--- src/rtl/up_counter_pkg.sv ---
// Shared definitions for the up_counter slice: default width and count type.
package up_counter_pkg;

    localparam int unsigned UP_COUNTER_DEFAULT_WIDTH = 4;

    typedef logic [UP_COUNTER_DEFAULT_WIDTH-1:0] count_t;

endpackage

--- src/rtl/up_counter.sv ---
// Free-running modulo (MAX_COUNT+1) up counter with terminal-count decode and wrap pulse.
// Build option: define UP_COUNTER_SATURATE_EN to hold at MAX_COUNT instead of wrapping.
module up_counter
    import up_counter_pkg::*;
#(
    parameter int unsigned     WIDTH     = UP_COUNTER_DEFAULT_WIDTH,
    parameter longint unsigned MAX_COUNT = (64'd1 << WIDTH) - 64'd1
) (
    input  logic             clk,
    input  logic             reset,
    output logic [WIDTH-1:0] count,
    output logic             tc,
    output logic             wrap
);

    if (WIDTH < 1 || WIDTH > 32) begin : g_bad_width
        $error("up_counter: WIDTH %0d outside 1..32", WIDTH);
    end

    if (MAX_COUNT < 64'd1 || MAX_COUNT > ((64'd1 << WIDTH) - 64'd1)) begin : g_bad_max
        $error("up_counter: MAX_COUNT %0d outside 1..2**WIDTH-1", MAX_COUNT);
    end

    localparam logic [WIDTH-1:0] MAX_C = WIDTH'(MAX_COUNT);

    logic [WIDTH-1:0] count_q, count_d;
    logic             wrap_q, wrap_d;

    always_comb begin
        count_d = count_q;
        wrap_d  = 1'b0;
`ifdef UP_COUNTER_SATURATE_EN
        if (count_q < MAX_C) begin
            count_d = count_q + WIDTH'(1);
        end
`else
        // Increment never exceeds MAX_C, so the sum always fits in WIDTH bits.
        if (count_q < MAX_C) begin
            count_d = count_q + WIDTH'(1);
        end else begin
            count_d = '0;
            wrap_d  = 1'b1;
        end
`endif
    end

    always_ff @(posedge clk) begin
        if (reset) begin
            count_q <= '0;
            wrap_q  <= 1'b0;
        end else begin
            count_q <= count_d;
            wrap_q  <= wrap_d;
        end
    end

    assign count = count_q;
    assign tc    = (count_q == MAX_C);
    assign wrap  = wrap_q;

endmodule

--- config.mk ---
export PLATFORM = sky130hd
export DESIGN_NAME = up_counter
export DESIGN_NICKNAME = d
export VERILOG_FILES = /design/src/rtl/up_counter_pkg.sv /design/src/rtl/up_counter.sv
export SDC_FILE = /design/constraint.sdc
export NUM_CORES = 1
export LEC_CHECK = 0
export CAP_MARGIN = 20
export CELL_PAD_IN_SITES_DETAIL_PLACEMENT = 1
export CELL_PAD_IN_SITES_GLOBAL_PLACEMENT = 1
export CORE_AREA = 2 2 39 41
export CTS_CLUSTER_SIZE = 12
export DETAILED_ROUTE_END_ITERATION = 8
export DIE_AREA = 0 0 41 43
export HOLD_SLACK_MARGIN = 0.03
export PLACE_DENSITY_LB_ADDON = 0.1
export SYNTH_ARGS = -nofsm -noshare
export SYNTH_HDL_FRONTEND = slang
export SYNTH_SLANG_ARGS = --single-unit
export TNS_END_PERCENT = 1
--- constraint.sdc ---
create_clock -name clk -period 1.89 [get_ports clk]
set_input_delay 0.2835 -clock clk [delete_from_list [all_inputs] [get_ports clk]]
set_output_delay 0.2835 -clock clk [all_outputs]
set_load 0.005 [all_outputs]
==> impl_metrics.ini, run 1 <==
[cells_and_area]
final_cell_mix = clkdlybuf4s50_1, dfxtp_1, clkbuf_4
utilization_pct = 23.1
layout_commonest_cell = clkdlybuf4s50_1
antenna-diode-count = 0
drive_gt1_share_pct = 25.0
final_nets = 32
final_area_um2 = 319
area_growth_pct = 68.9

[worst_setup_path]
r2r_setup_slack_ns = 0.92
cp.required_ns = 1.61
reg2regPathDepth = 4
worstSetupEndpoint = tc
worstReg2RegStart = count[1]
cp-start-kind = flop
reg2reg_to = count[3]
end_kind = output port
arrival_ns = 1.52
worstPathMaxFanout = 4
path_class = flop to output port
crit_path_start = count[1]

[routing]
drt-wirelength-per-cell_um = 10.0
vias_per_cell = 3.70
drt_pre_antenna_iters = 3
dr_total_vias = 163
drtIter0Drc = 3
drc_errors = 0
drtAntennaViolNets = 0
drt_wl_total_um = 440

[synthesis]
ys_ff_latch = 5
yosys_warnings = 0
synthesis.area_um2 = 189
ys_seq_area_share_pct = 53.0
synthCells = 17
yosys.cell_types.count = 12
synth_nets = 20
synth_area_per_cell_um2 = 11.1

[cts]
cts_tree = yes
clk_latency_ns = 0.24
clockBufferDepth = 2
htreeDepth = 1
cts-resized-gates = 1
post_cts_buffers = 0
holdBufCountCts = 0
clkTransAtPathRegs_ns = 0.05
cts_num_sinks = 5
cts_root_buf = clkbuf_4
cts_made_buffers = 3

[grt]
grt_pass1_vias = 185
grt_max_degree = 6
grt_pass1_wl_um = 800
grt_use_total_pct = 7.13
antenna_found_initial = 0
gr-total-overflow = 0

[timing]
finalHoldViolCount = 0
max_freq_mhz = 556
rsz0062_at_grt = false
min_period_ns = 1.80
final.setup.worst_slack_ns = 0.0914
fin_tns_setup_ns = 0
min_period_over_period_pct = 95.2
fin_skew_ns = 0.00528
slew_headroom_pct = 85.6
worst_pin_slew_ns = 0.216
setup_viol = 0
drv_slew = 0

[floorplanning]
ios = 8
start_util_pct = 13.7
num_rows = 14
core_um2 = 1380
die_y_um = 43
die-area_um2 = 1760
fp.dieW_um = 41

[placed_design]
gp_congestion = 0.655
place_hpwl_um = 327
placed_area_um2 = 279
pre_cts_slack_ns = 0.258
portBuffers = 7

[power]
p_total_mw = 0.269
p_leak_nw = 0.111
max-vdd-ir-drop_mv = 0.254
power.density_nw_per_um2 = 844

[flow_run]
cap_violations = 0

[status]
status = complete, no violations

[worst_hold_path]
hold_class = flop to flop
where the power goes:
group          total, mW  internal (mW)  leakage (nW)  switching (mW)
logic             0.0277         0.0192        0.0553         0.00849
clock network      0.122         0.0797        0.0150          0.0418
registers          0.120          0.112        0.0411         0.00823
total              0.269          0.211         0.111          0.0585
critical path, cell delays in order (launching register included):
cell	delay (ns)
dfxtp_1	0.40
ha_4	0.17
and3_4	0.20
clkdlybuf4s50_1	0.50
cells by family (layout without fill, tap and decap cells):
logic type                 Yosys count  count (layout)  synth area share, %
buffers and inverters                1              12                 1.98
AOI/OAI and AO/OA                    3               3                 7.94
and+or+nand+nor                      6               6                 25.8
xor gates and xnor gates             1               1                 4.64
adders and majority gates            1               1                 6.62
DFF                                  5               5                 53.0
cells in the mapped netlist:
library cell	instances	area (µm²)
dfxtp_1	5	100
a21oi_1	2	10.0
and2b_1	1	7.51
and3_4	1	11.3
ha_1	1	12.5
inv_1	1	3.75
nand4b_1	1	8.76
nor2_1	1	3.75
nor3_1	1	5.00
nor3b_2	1	12.5
o21ai_0	1	5.00
xnor2_1	1	8.76
metrics by stage:
step | instances | hold WS, ns
6_report | 44 | 0.495
5_1_grt | 44 | 0.530
4_1_cts | 44 | 0.525
3_5_place_dp | 40 | 0.512
3_3_place_gp | 40 | 0.506
2_1_floorplan | 17 | 0.353
per-layer routing:
layer	global-route usage (%)	share of wire, %	up-vias
met5	0	0	-
met4	6.00	0	0
met3	3.14	5.2	0
met2	8.75	49	6
met1	9.00	46	76
li1	-	-	81
sequential cells by signal, summed over array words and instances, names as in the netlist:
register / count
wrap: 1
count: 4
final cells by class:
type	count	area, µm²
Fill cell	169	1060
Timing Repair Buffer	7	70.1
Sequential cell	5	101
Multi-Input combinational cell	11	97.6
Clock buffer	4	26.3
Inverter	1	3.75
Tap cell	16	20.0
how the worst min path moves through the flow:
stage	slack (ns)	to	cells past startpoint	startpoint
2_1_floorplan	0.35	count[3]	1	reset
3_3_place_gp	0.51	count[0]	1	count[0]
3_5_place_dp	0.51	count[0]	1	count[0]
4_1_cts	0.52	count[3]	2	count[3]
5_1_grt	0.53	count[0]	1	count[0]
6_report	0.50	count[0]	1	count[0]
(Power assumes the default switching activity.)
==> run 2, diff against run 1 <==
- CAP_MARGIN: 20 -> 15
- HOLD_SLACK_MARGIN: 0.03 -> unset
==> results of run 2 <==
The final DEF is identical to that of run 1; final timing and power are the same.
